## src/rtl/arith_pkg.sv

```systemverilog
// Shared constants and FSM state type for the fixed-point arithmetic blocks.
// Q8.8 operands, Q16.16 squares, and the 8-bit saturated integer view of them.
package arith_pkg;

    localparam int          WIDTH      = 16;
    localparam int          FRAC       = 8;
    localparam int          INT_MAX    = 255;
    localparam logic [31:0] ROUND_HALF = 32'h0000_8000;
    localparam int          CNT_W      = $clog2(WIDTH);

    typedef enum logic [1:0] {
        IDLE = 2'd0,
        CALC = 2'd1,
        DONE = 2'd2
    } state_t;

endpackage

```

## src/rtl/square_round_sat.sv

```systemverilog
// Rounds a Q16.16 value half-up to its integer part and saturates it to 8 bits.
// Purely combinational so it can be shared by the square-root checker.
module square_round_sat
    import arith_pkg::*;
#(
    parameter int FRAC_BITS = FRAC
) (
    input  logic [31:0] sq,
    output logic [7:0]  int_out,
    output logic        ovf
);

    logic [32:0] rounded;
    logic [32:0] r;

    // One extra bit so adding the half never wraps for sq near 0xFFFFFFFF.
    assign rounded = {1'b0, sq} + {1'b0, ROUND_HALF};
    assign r       = rounded >> (2 * FRAC_BITS);
    assign ovf     = (r > 33'(INT_MAX));
    assign int_out = ovf ? 8'(INT_MAX) : r[7:0];

endmodule

```

## src/rtl/square_seq.sv

```systemverilog
// Sequential Q8.8 squarer: 16-step shift-add producing an exact Q16.16 square
// plus a rounded, saturated 8-bit integer, behind valid/ready handshakes.
module square_seq
    import arith_pkg::*;
#(
    parameter int W = WIDTH,
    parameter int F = FRAC
) (
    input  logic           clk,
    input  logic           rst,
    input  logic           in_valid,
    output logic           in_ready,
    input  logic [W-1:0]   in,
    output logic           out_valid,
    input  logic           out_ready,
    output logic [2*W-1:0] sq,
    output logic [7:0]     int_out,
    output logic           ovf
);

    state_t           state;
    state_t           state_next;
    logic [2*W-1:0]   acc;
    logic [2*W-1:0]   acc_next;
    logic [2*W-1:0]   mcand;
    logic [W-1:0]     mplr;
    logic [CNT_W-1:0] cnt;
    logic             last_step;
    logic [7:0]       rs_int;
    logic             rs_ovf;

    // The rounding sees the accumulator including this cycle's partial product.
    assign acc_next  = acc + (mplr[0] ? mcand : '0);
    assign last_step = (cnt == CNT_W'(W - 1));

    square_round_sat #(
        .FRAC_BITS (F)
    ) u_round_sat (
        .sq      (acc_next),
        .int_out (rs_int),
        .ovf     (rs_ovf)
    );

    // NOTE: sequential state uses non-blocking assignments so every register
    // samples pre-edge values regardless of process ordering.
    always_ff @(posedge clk) begin
        if (rst) state <= IDLE;
        else     state <= state_next;
    end

    always_comb begin
        // NOTE: default first so no path leaves state_next unassigned (no latch).
        state_next = state;
        unique case (state)
            IDLE:    if (in_valid)  state_next = CALC;
            CALC:    if (last_step) state_next = DONE;
            DONE:    if (out_ready) state_next = IDLE;
            default: state_next = IDLE;
        endcase
    end

    always_comb begin
        in_ready  = (state == IDLE);
        out_valid = (state == DONE);
    end

    always_ff @(posedge clk) begin
        if (rst) begin
            acc     <= '0;
            mcand   <= '0;
            mplr    <= '0;
            cnt     <= '0;
            sq      <= '0;
            int_out <= '0;
            ovf     <= 1'b0;
        end else begin
            unique case (state)
                IDLE: begin
                    if (in_valid) begin
                        acc   <= '0;
                        mcand <= {{W{1'b0}}, in};
                        mplr  <= in;
                        cnt   <= '0;
                    end
                end
                CALC: begin
                    acc   <= acc_next;
                    mcand <= mcand << 1;
                    mplr  <= mplr >> 1;
                    cnt   <= cnt + 1'b1;
                    if (last_step) begin
                        sq      <= acc_next;
                        int_out <= rs_int;
                        ovf     <= rs_ovf;
                    end
                end
                default: ;
            endcase
        end
    end

endmodule

```

## config.mk

```make
export PLATFORM = sky130hd
export DESIGN_NAME = square_seq
export DESIGN_NICKNAME = d
export VERILOG_FILES = /design/src/rtl/arith_pkg.sv /design/src/rtl/square_round_sat.sv /design/src/rtl/square_seq.sv
export SDC_FILE = /design/constraint.sdc
export NUM_CORES = 1
export LEC_CHECK = 0
export ABC_AREA = 1
export BUFFER_PORTS_ARGS = -buffer_cell sky130_fd_sc_hd__buf_2
export CORE_MARGIN = 2
export CORE_UTILIZATION = 50
export CTS_CLUSTER_SIZE = 28
export DETAILED_ROUTE_END_ITERATION = 7
export HOLD_SLACK_MARGIN = 0.1
export PLACE_DENSITY_LB_ADDON = 0.08
export SLEW_MARGIN = 30
export SYNTH_ARGS = -nofsm -noshare
export SYNTH_HDL_FRONTEND = slang
export SYNTH_SLANG_ARGS = --single-unit
```

## constraint.sdc

```tcl
create_clock -name clk -period 6.3 [get_ports clk]
set_clock_uncertainty 0.05 [all_clocks]
set_input_delay 0.63 -clock clk [delete_from_list [all_inputs] [get_ports clk]]
set_output_delay 0.63 -clock clk [all_outputs]
set_load 0.005 [all_outputs]
```

# ---- After elaboration in Yosys (flattened, before gate mapping)
# Cells that the tools add are included.
dict set report classes {
  n_addsub 3
  magnitude_cmp 1
  n_eq_ne 6
  mux 14
  n_reduce_logical 5
}
# cell count
set ops {}
lappend ops {{one-hot mux 32 bit (2 select lines)} 2}
lappend ops {{2-to-1 mux 32 bit} 3}
lappend ops {{adder 32 x 16 -> 33 bit (second input constant)} 1}
lappend ops {{adder 32 bit} 1}
lappend ops {{one-hot mux 16 bit (2 select lines)} 1}
lappend ops {{> comparator 17 x 8 -> 1 bit (second input constant)} 1}
lappend ops {{2-to-1 mux 16 bit} 1}
lappend ops {{2-to-1 mux 8 bit} 1}
lappend ops {{one-hot mux 4 bit (2 select lines)} 1}
lappend ops {{2-to-1 mux 2 bit} 3}
lappend ops {{one-hot mux 2 bit (3 select lines)} 1}
lappend ops {{adder 4 x 1 -> 4 bit (second input constant)} 1}
lappend ops {{equality test 4 bit (second input constant)} 1}
lappend ops {{2-to-1 mux 4 bit} 1}
lappend ops {{inequality test 2 bit (second input constant)} 2}
lappend ops {{AND reduction 2 bit} 2}
lappend ops {{AND reduction 3 bit} 1}
lappend ops {{equality test 2 x 1 -> 1 bit (second input constant)} 1}
lappend ops {{equality test 2 bit (second input constant)} 1}
lappend ops {{logical NOT 2 bit} 1}
lappend ops {{inequality test 2 x 1 -> 1 bit (second input constant)} 1}
lappend ops {{nonzero test 2 bit} 1}
dict set report word_totals {
  reg_bits 127
  output_inout_bits 43
}

# ---- Longest topological paths before layout
# Gate-level depths: netlist (run 1).
dict set report depth {
  word_depth 5
  depth_mapped 28
}

# ---- Cells and area by module
# A second synthesis (run 1) with hierarchy kept.
dict set report hier_totals {
  hier_cells 1310
  area_unflattened_um2 8085.3
}
# mod n_inst cells_per_inst area_per_inst_um2 seq_area_each_um2
set by_module_without_submodules {}
lappend by_module_without_submodules {square_seq 1 1208 7537.2 2542.4}
lappend by_module_without_submodules {square_round_sat 1 102 548.0 0.0}

# ---- Worst setup path after synthesis (run 1)
# OpenSTA, ideal clock, no wires.
dict set report synth_path {
  kind {reg-to-reg}
  startpoint {register mplr[0]}
  endpoint {register int_out[1]}
  setup_time_ns 0.135
  t_arrival_ns 3.015
  t_required_ns 6.115
  slack_ns 3.100
  stages_incl_launch_ff 26
  path_buffers 2
  synth_period_minus_slack_ns 3.200
  path_cell_list {dfxtp_1 clkbuf_1 clkbuf_1 nand2_1 inv_1 ha_1 fa_1 nand3_1 nand3_2 nand2_1 nand2_2 nand2_2 nand3_1 nand2_2 ha_1 inv_1 nor2_4 nand2_2 o21ai_1 nand2_1 inv_1 nand2_2 nor2_4 nand2_4 nand2_4 a21oi_2}
}
dict set report synth_via {
  elab_chain_cells 5
}
# element line
set synth_lines {}
lappend synth_lines {{start: declaration} square_seq.sv:26} ;# logic [W-1:0] mplr;
lappend synth_lines {{start signal: assignment} square_seq.sv:82} ;# mplr <= in;
lappend synth_lines {{start signal: assignment} square_seq.sv:89} ;# mplr <= mplr >> 1;
lappend synth_lines {{2-to-1 mux 32 bit (*)} square_seq.sv:33} ;# assign acc_next = acc + (mplr[0] ? mcand : '0);
lappend synth_lines {{adder 32 bit (*)} square_seq.sv:33}
lappend synth_lines {{via acc_next[16]} square_seq.sv:24} ;# logic [2*W-1:0] acc_next;
lappend synth_lines {{adder 32 x 16 -> 33 bit (*)} square_round_sat.sv:17} ;# assign rounded = {1'b0, sq} + {1'b0, ROUND_HALF};
lappend synth_lines {{> comparator 17 x 8 -> 1 bit} square_round_sat.sv:19} ;# assign ovf = (r > 33'(INT_MAX));
lappend synth_lines {{2-to-1 mux 8 bit (*)} square_round_sat.sv:20} ;# assign int_out = ovf ? 8'(INT_MAX) : r[7:0];
lappend synth_lines {{end signal: assignment} square_seq.sv:93} ;# int_out <= rs_int;
lappend synth_lines {{end: declaration} square_seq.sv:17} ;# output logic [7:0] int_out,
# The timed path passes the listed nets; every way through them passes the cells marked *.
# A chain may end at the register's enable or synchronous reset.

# ---- Final worst setup path (run 1)
dict set report layout_path {
  startpoint {register mplr[0]}
  endpoint {register int_out[2]}
}
# The elaborated chain is that of the path after synthesis.

==> results.json, run 1 <==
{
  "wl_mm": 21.9,
  "place_congestion": 0.928,
  "hold_buffers": 0,
  "drt-initial-drc-count": 649,
  "clkSinkCount": 127,
  "ir_drop_mv": 0.194,
  "p_leak_uw": 0.00485,
  "syn_inst": 1317,
  "fin_tns_setup_ns": 0,
  "maxCapViolations": 0,
  "synth_warnings": 0,
  "area_growth_pct": 13.1,
  "placed_area_mm2": 0.00862,
  "drcViolationCount": 0,
  "n_antenna_cell": 0,
  "core_area_mm2": 0.0159,
  "portBuffers": 62,
  "cts_tree": "built",
  "clockBufferDepth": 2,
  "maxSlewViolCount": 0,
  "grt.total_usage_pct": 25.8,
  "antenna_left": 0,
  "top_layer": "met4",
  "total_power_uw": 1880,
  "place_hpwl_mm": 16.5,
  "die-area_mm2": 0.0173,
  "nFillCells": 1641,
  "routed_via_density": 5.03,
  "crit_fanout": 33,
  "yosysUniqueCellTypes": 38,
  "clk_pin_slew_ns": 0.06,
  "max_freq_ghz": 0.267,
  "tightest_slew_ns": 0.911,
  "outcome": "completed",
  "wl_met3_mm": 1.49,
  "slew_headroom_pct": 38.9,
  "cts_made_buffers": 17,
  "rsz0062_at_grt": "no",
  "period_share_pct": 59.4,
  "finalInstanceArea_mm2": 0.00918,
  "yosys_register_bits": 127,
  "routedWlPerCell_um": 13.8,
  "final_cell_mix": "nand2_1, inv_1, dfxtp_1",
  "wl_met2_mm": 9.66,
  "fin_crit_ns": 3.74,
  "clockRootBuffer": "clkbuf_16",
  "pin_count": 63,
  "vias": 7987,
  "antenna_found_initial": 0,
  "die_w_um": 131,
  "drive_gt1_share_pct": 14.0,
  "netlist_area_mm2": 0.00812,
  "ctsResizeCount": 0,
  "avgSynthCellArea_um2": 6.16,
  "post_cts_buffers": 0,
  "synth_nets": 1371,
  "grt_max_degree": 87,
  "nets": 1413,
  "yosysSeqAreaShare_pct": 31.3,
  "required_ns": 6.53,
  "first_pass_iters": 5,
  "crit_type": "reg2reg",
  "gr-total-overflow": 0,
  "initial_core_util_pct": 51.1,
  "end_kind": "flop",
  "htreeDepth": 4,
  "hold_violations": 0,
  "setup_viol": 0,
  "final_common_cell": "nand2_1",
  "cp-start-kind": "flop",
  "met1_length_mm": 10.4,
  "clk_latency_ns": 0.43,
  "power_density_mw_per_mm2": 205,
  "rows": 46,
  "grt_pass1_vias": 7369,
  "fp.dieH_um": 131,
  "worstPathArrival_ns": 3.98,
  "worstHoldPathType": "in2reg",
  "grt_pass1_wl_mm": 36.4
}
layer usage:
metal	global-route usage (%)	vias to the layer above
li1	-	4142
met1	36.3	3563
met2	40.9	252
met3	4.32	30
met4	6.88	0
met5	0	-
cells by family after synthesis:
family                   count (synthesis)  share of synthesized area, %
buffers and inverters                  264                          12.3
adder cells (fa/ha/maj)                 34                          5.33
AO/OA/AOI/OAI                          161                          11.3
XOR/XNOR                                16                          1.73
flip-flops                             127                          31.3
AND/OR/NAND/NOR                        715                          38.0
through the flow:
step	setup slack (ns)	hold WS (ns)	instances	util, %
floorplan	3.10	0.391	1317	-
global placement	2.30	0.400	1555	54.1
detailed placement	2.62	0.400	1556	54.3
CTS	2.60	0.396	1588	57.8
global route	2.18	0.437	1588	57.8
finish	2.56	0.405	1588	57.8
area by class of cell:
| type | instances | area [µm²] | share of cell area [%] |
|---|---|---|---|
| multi-input combinational | 926 | 4600 | 50.2 |
| sequential | 127 | 2540 | 27.7 |
| inverter | 219 | 822 | 8.96 |
| clock buffer | 20 | 457 | 4.98 |
| timing repair buffer | 68 | 378 | 4.12 |
| tap | 216 | 270 | 2.94 |
| clock inverter | 12 | 104 | 1.13 |
power by group:
| part | leakage [µW] | internal, µW | switching [µW] |
|---|---|---|---|
| combinational | 0.00356 | 31.9 | 74.1 |
| sequential | 0.00103 | 821 | 19.3 |
| clock | 0.000266 | 533 | 405 |
worst paths after layout:
kind / from / endpoint / slack [ns] / cells after the start
max: mplr[0] / int_out[2] / 2.56 / 24
min: out_ready / state[1] / 0.41 / 4
max reg2reg: mplr[0] / int_out[2] / 2.56 / 24
min reg2reg: sq[2] / sq[2] / 0.41 / 2
cell usage after synthesis, drive strengths merged:
cell	number	area, µm²
nand2	540	2150
inv	218	818
dfxtp	127	2540
nor2	106	495
a21oi	86	449
clkbuf	40	150
nand3	38	215
ha	33	413
o21ai	32	175
a31oi	23	144
nand4	16	100
xor2	16	140
o211ai	11	82.6
nor3	8	55.1
buf	5	22.5
nand3b	5	57.6
a22oi	4	30.0
a211oi	2	15.0
and2	2	15.0
a221oi	1	8.76
clkinv	1	3.75
fa	1	20.0
o21bai	1	7.51
o221ai	1	8.76
worst max-delay path, stage by stage, from the launching register on:
cell     delay [ns]
dfxtp_2        0.75
nand2_1        0.13
inv_1          0.09
ha_1           0.27
nand2_1        0.18
inv_1          0.06
nand2_1        0.06
nand2_1        0.09
a21oi_1        0.17
nand2_1        0.14
nand2_1        0.08
nand2_1        0.15
inv_2          0.12
ha_1           0.19
inv_1          0.07
nor2_4         0.19
nand2_2        0.12
o21ai_1        0.13
nand2_1        0.06
inv_1          0.06
nand2_2        0.06
nor2_4         0.11
nand2_4        0.10
nand2_4        0.10
a21oi_2        0.06
registers in the layout, indices dropped and copies added (netlist names):
register,cells
mcand,32
ovf,1
mplr,16
state,2
sq,32
int_out,8
acc,32
cnt,4
No activity file was read; power rests on OpenSTA's default activity.
==> run 2: changes to the inputs <==
--- a/config.mk
+++ b/config.mk
@@ -5,7 +5,7 @@
 export SDC_FILE = /design/constraint.sdc
 export NUM_CORES = 1
 export LEC_CHECK = 0
-export ABC_AREA = 1
+export ABC_AREA = 0
 export BUFFER_PORTS_ARGS = -buffer_cell sky130_fd_sc_hd__buf_2
 export CORE_MARGIN = 2
 export CORE_UTILIZATION = 50
==> constraint.sdc (replaced) <==
create_clock -name clk -period 3.9 [get_ports clk]
set_clock_uncertainty 0.05 [all_clocks]
set_input_delay 0.39 -clock clk [delete_from_list [all_inputs] [get_ports clk]]
set_output_delay 0.39 -clock clk [all_outputs]
set_load 0.005 [all_outputs]
==> results.json, run 2 <==
{
  "outcome": "completed",
  "grt.total_usage_pct": 25.9,
  "fin_crit_ns": 3.88,
  "yosys_register_bits": 127,
  "place_congestion": 0.930,
  "tightest_slew_ns": 0.679,
  "antenna_found_initial": 0,
  "hold_buffers": 0,
  "rrSetupSlack_ns": 0.02,
  "period_share_pct": 99.5,
  "htreeDepth": 4,
  "crit_type": "reg2reg",
  "end_kind": "flop",
  "max_freq_ghz": 0.258,
  "grt_pass1_vias": 6279,
  "clk_latency_ns": 0.41,
  "routed_via_density": 5.52,
  "vias": 7117,
  "yosys-top-cells-area": "dfxtp_1, a21oi_1, nor2_1",
  "fp.dieH_um": 124,
  "netlist_top_cells_count": "nor2_1, dfxtp_1, nand2_1, a21oi_1, clkbuf_1",
  "clk_pin_slew_ns": 0.05,
  "syn_inst": 935,
  "required_ns": 4.13,
  "synth_top_cell_area_share_pct": 35.3,
  "hold_violations": 0,
  "maxSlewViolCount": 0,
  "ir_drop_mv": 0.247,
  "cp-start-kind": "flop",
  "crit_slowest_cell": "a2111oi_4",
  "pin_count": 63,
  "yosysUniqueCellTypes": 63,
  "initial_core_util_pct": 51.5,
  "gr-total-overflow": 0,
  "max_stage_delay_ns": 0.37,
  "async_flop_share_pct": 0,
  "reg2reg_from": "mplr[0]",
  "synth_warnings": 0,
  "portBuffers": 62,
  "post-synth-top-area-cell": "dfxtp_1",
  "clockRootBuffer": "clkbuf_16",
  "netlist_area_mm2": 0.00720,
  "cts_made_buffers": 17,
  "first_pass_iters": 6,
  "final_common_cell": "nor2_1",
  "synth-main-ff-cell": "dfxtp_1",
  "core_area_mm2": 0.0140,
  "preCtsSetupSlack_ns": -0.209,
  "avgSynthCellArea_um2": 7.70,
  "crit_path_start": "mplr[0]",
  "cp_common_cell": "buf_4",
  "crit_fanout": 12,
  "worstPathArrival_ns": 4.11,
  "regToRegEndpoint": "int_out[4]",
  "routedWlPerCell_um": 15.6,
  "utilization_pct": 69.2,
  "worstHoldPathType": "in2reg",
  "synth_nets": 989,
  "clockBufferDepth": 2,
  "slew_headroom_pct": 54.7,
  "largestRegisters": "acc: 32 flops, mcand: 32 flops, sq: 32 flops",
  "nFillCells": 1184,
  "synth-edff-count": 0,
  "nets": 1151,
  "wl_mm": 20.1,
  "endpoint": "int_out[4]",
  "total_power_uw": 3190,
  "placed_area_mm2": 0.00848,
  "yosysMostFrequentCell": "nor2_1",
  "rsz0062_at_grt": "yes",
  "n_antenna_cell": 0,
  "cts_tree": "built",
  "drive_gt1_share_pct": 28.5,
  "reg2reg_depth": 16,
  "grt_max_degree": 67,
  "timing.hold.ws_ns": 0.188,
  "drt-initial-drc-count": 470,
  "area_growth_pct": 34.5,
  "die_w_um": 124,
  "drcViolationCount": 0,
  "antenna_left": 0,
  "clkSinkCount": 127,
  "maxCapViolations": 0,
  "setup_viol": 0,
  "final_cell_mix": "nor2_1, buf_4, dfxtp_1",
  "power_density_mw_per_mm2": 329,
  "p_leak_uw": 0.00396,
  "grt_pass1_wl_mm": 31.3,
  "finalInstanceArea_mm2": 0.00968,
  "die-area_mm2": 0.0154,
  "yosysSeqAreaShare_pct": 35.3,
  "path_cells": "buf_12 > and2_1 > ha_1 > a21oi_2 > nor3_1 > nor3_2 > a21oi_1 > nor3b_4 > buf_4 > nand4_1 > nor4_4 > mux2i_1 > o21ai_2 > a2111oi_4 > buf_4 > a211oi_1",
  "place_hpwl_mm": 14.0,
  "setup_slack_ns": 0.0187,
  "rows": 43
}
[run 2: cell types whose count changed after synthesis, sizes merged, moves of 20 or more]
cell	previous run	this run
inv	218	8
nand2	540	107
a21oi	86	106
and2	2	35
a22oi	4	48
nand2b	0	40
nor3	8	42
nand3	38	13
nor2	106	138
[run 2: per-layer routing]
metal / GRT usage [%] / up-vias / wire length (µm)
met2: 38.5 / 194 / 8730
met4: 8.01 / 0 / 285
met3: 4.35 / 27 / 978
met1: 38.1 / 3273 / 10100
met5: 0 / - / 0
li1: - / 3623 / -
[run 2: logic make-up (layout without fill, tap and decap cells)]
logic type / Yosys count / in the layout / synth area share [%]
adder cells (fa/ha/maj): 34 / 34 / 6.01
multiplexers: 2 / 2 / 0.278
flip-flops: 127 / 127 / 35.3
XOR/XNOR: 36 / 36 / 4.48
AND/OR/NAND/NOR: 419 / 419 / 27.6
buffers and inverters: 70 / 245 / 3.82
AO/OA/AOI/OAI: 247 / 247 / 22.5
[run 2: critical path: cells and delay by family, from the launching register on]
kind / cells / cell delay [ns]
and+or+nand+nor: 6 / 1.34
adders and majority gates: 1 / 0.32
DFF: 1 / 0.36
AOI/OAI and AO/OA: 5 / 0.92
muxes: 1 / 0.27
buffers and inverters: 3 / 0.49
[run 2: layout make-up]
cell class                 count  area (µm²)  share of cell area, %
tap                          180         225                   2.33
multi-input combinational    738        4840                   50.0
clock inverter                10         111                   1.15
clock buffer                  22         474                   4.90
sequential                   127        2550                   26.3
timing repair buffer         205        1450                   15.0
inverter                       8        30.0                  0.310
[run 2: worst min path at each step]
stage,cells past startpoint,startpoint,endpoint
2_1_floorplan,2,sq[0],sq[0]
3_3_place_gp,2,sq[28],sq[28]
3_5_place_dp,2,sq[30],sq[30]
4_1_cts,3,out_ready,state[1]
5_1_grt,3,out_ready,state[1]
6_report,3,out_ready,state[1]
[run 2: where the power goes]
group          switching (µW)  internal (µW)  total, µW  leakage, µW
sequential               26.0           1330       1360      0.00103
combinational             150            112        262      0.00265
clock                     579            987       1570     0.000282
[run 2: repair_timing]
item	4_1_cts	5_1_grt
pin swaps	14	25
setup buffers	6	11
resized for setup	23	59
hold endpoints to repair	0	0
gates cloned	1	0
endpoints found under the setup margin	9	9
[run 2: per-stage QoR]
stage	std cells	setup TNS [ns]
floorplan	935	0
global placement	1240	-1.26
detailed placement	1240	-1.75
CTS	1279	0
global route	1290	-1.22
finish	1290	0
==> run 3: changes to the inputs <==
--- a/config.mk
+++ b/config.mk
@@ -13,6 +13,7 @@
 export DETAILED_ROUTE_END_ITERATION = 7
 export HOLD_SLACK_MARGIN = 0.1
 export PLACE_DENSITY_LB_ADDON = 0.08
+export RECOVER_POWER = 100
 export SLEW_MARGIN = 30
 export SYNTH_ARGS = -nofsm -noshare
 export SYNTH_HDL_FRONTEND = slang
==> results.json, run 3 (synthesis results as in run 2) <==
{
  "pin_count": 63,
  "htreeDepth": 4,
  "grt.total_usage_pct": 25.9,
  "grt_max_degree": 67,
  "gr-total-overflow": 0,
  "drive_gt1_share_pct": 24.9,
  "place_hpwl_mm": 14.0,
  "drt-initial-drc-count": 497,
  "final_cells": 1290,
  "final_common_cell": "nor2_1",
  "ir_drop_mv": 0.248,
  "rows": 43,
  "fin_crit_ns": 3.88,
  "period_share_pct": 99.6,
  "routedWlPerCell_um": 15.6,
  "place_congestion": 0.930,
  "holdCritStartpoint": "out_ready",
  "tightest_slew_ns": 1.49,
  "die_w_um": 124,
  "routed_via_density": 5.53,
  "reg2reg_from": "mplr[0]",
  "required_ns": 4.13,
  "violations": "capacitance limit",
  "outcome": "finished, violations left",
  "power_density_mw_per_mm2": 331,
  "crit_type": "reg2reg",
  "grt_pass1_wl_mm": 31.3,
  "maxSlewViolCount": 0,
  "drcViolationCount": 0,
  "slew_headroom_pct": 0.647,
  "cts_tree": "built",
  "first_pass_iters": 5,
  "p_leak_uw": 0.00379,
  "initial_core_util_pct": 51.5,
  "n_antenna_cell": 0,
  "antenna_found_initial": 0,
  "total_power_uw": 3190,
  "rrSetupSlack_ns": 0.02,
  "nets": 1151,
  "end_kind": "flop",
  "largestRegisters": "acc: 32 flops, mcand: 32 flops, sq: 32 flops",
  "crit_fanout": 12,
  "worstHoldPathType": "in2reg",
  "final_cell_mix": "nor2_1, buf_4, dfxtp_1",
  "clkSinkCount": 127,
  "clk_pin_slew_ns": 0.05,
  "area_growth_pct": 33.6,
  "clockBufferDepth": 2,
  "crit_path_start": "mplr[0]",
  "hold_buffers": 0,
  "grt_pass1_vias": 6279,
  "core_area_mm2": 0.0140,
  "fin_tns_setup_ns": 0,
  "die-area_mm2": 0.0154,
  "fp.dieH_um": 124,
  "hold_depth": 3,
  "clk_latency_ns": 0.41,
  "wl_mm": 20.1,
  "regToRegEndpoint": "int_out[4]",
  "dp_cells": 1240,
  "reg2reg_depth": 16,
  "cp-start-kind": "flop",
  "antenna_left": 0,
  "portBuffers": 62,
  "hold_violations": 0,
  "vias": 7132,
  "maxCapViolations": 1,
  "cts_made_buffers": 17,
  "rsz0062_at_grt": "yes",
  "worstPathArrival_ns": 4.12,
  "max_freq_ghz": 0.257,
  "setup_viol": 0,
  "clockRootBuffer": "clkbuf_16",
  "holdPathEnd": "state[1]"
}
## run 3: changes by cell type in the layout (fill, tap and decap cells not counted)
cell / change
nor2_4: -1
clkbuf_1: +39
buf_4: -4
clkbuf_2: +2
clkbuf_4: +1
nor2_1: +1
buf_2: -38
## run 3: timing repair
| action | CTS | global route |
|---|---|---|
| buffers inserted | 6 | 11 |
| pin swaps | 14 | 25 |
| setup endpoints to repair | 9 | 9 |
| gates cloned | 1 | 0 |
| gates resized for setup | 23 | 59 |
## run 3: power by group
part	switching (µW)	leakage, µW	internal [µW]
sequential	26.0	0.00103	1330
clock	580	0.000282	987
combinational	150	0.00247	111
## run 3: worst max-delay path, stage by stage, from the launching register on
cell and delay, ns:
dfxtp_4 0.36, buf_12 0.13, and2_1 0.14, ha_1 0.32, a21oi_2 0.20, nor3_1 0.08, nor3_2 0.34, a21oi_1 0.18
nor3b_4 0.24, buf_4 0.15, nand4_1 0.18, nor4_4 0.36, mux2i_1 0.27, o21ai_2 0.09, a2111oi_4 0.37, buf_4 0.21
a211oi_1 0.08
## run 3: how the worst max path moves through the flow
stage	endpoint	slack, ns
6_report	int_out[4]	0.02
5_1_grt	int_out[4]	-0.16
4_1_cts	int_out[1]	0.002
3_5_place_dp	int_out[1]	-0.21
3_3_place_gp	int_out[0]	-0.15
2_1_floorplan	int_out[0]	0.004
## run 3: metrics by stage
stage | hold slack, ns | util (%) | area [µm²] | setup slack (ns)
2_1_floorplan | 0.403 | - | 7210 | 0.00366
3_5_place_dp | 0.394 | 60.6 | 8480 | -0.209
3_3_place_gp | 0.390 | 60.6 | 8480 | -0.147
4_1_cts | 0.170 | 66.2 | 9260 | 0.00215
6_report | 0.186 | 68.7 | 9620 | 0.0153
5_1_grt | 0.214 | 68.7 | 9620 | -0.162
## run 3: layer usage
metal / GRT usage [%] / part of all wire (%)
met5: 0 / 0
met4: 8.01 / 1.3
met3: 4.35 / 5.3
met2: 38.5 / 43
met1: 38.1 / 50
## run 3: cell type report
type	instances	area, µm²
clock buffer	22	474
fill	1211	4370
inverter	8	30.0
sequential	127	2550
multi-input combinational	738	4840
clock inverter	10	111
timing repair buffer	205	1390
tap	180	225
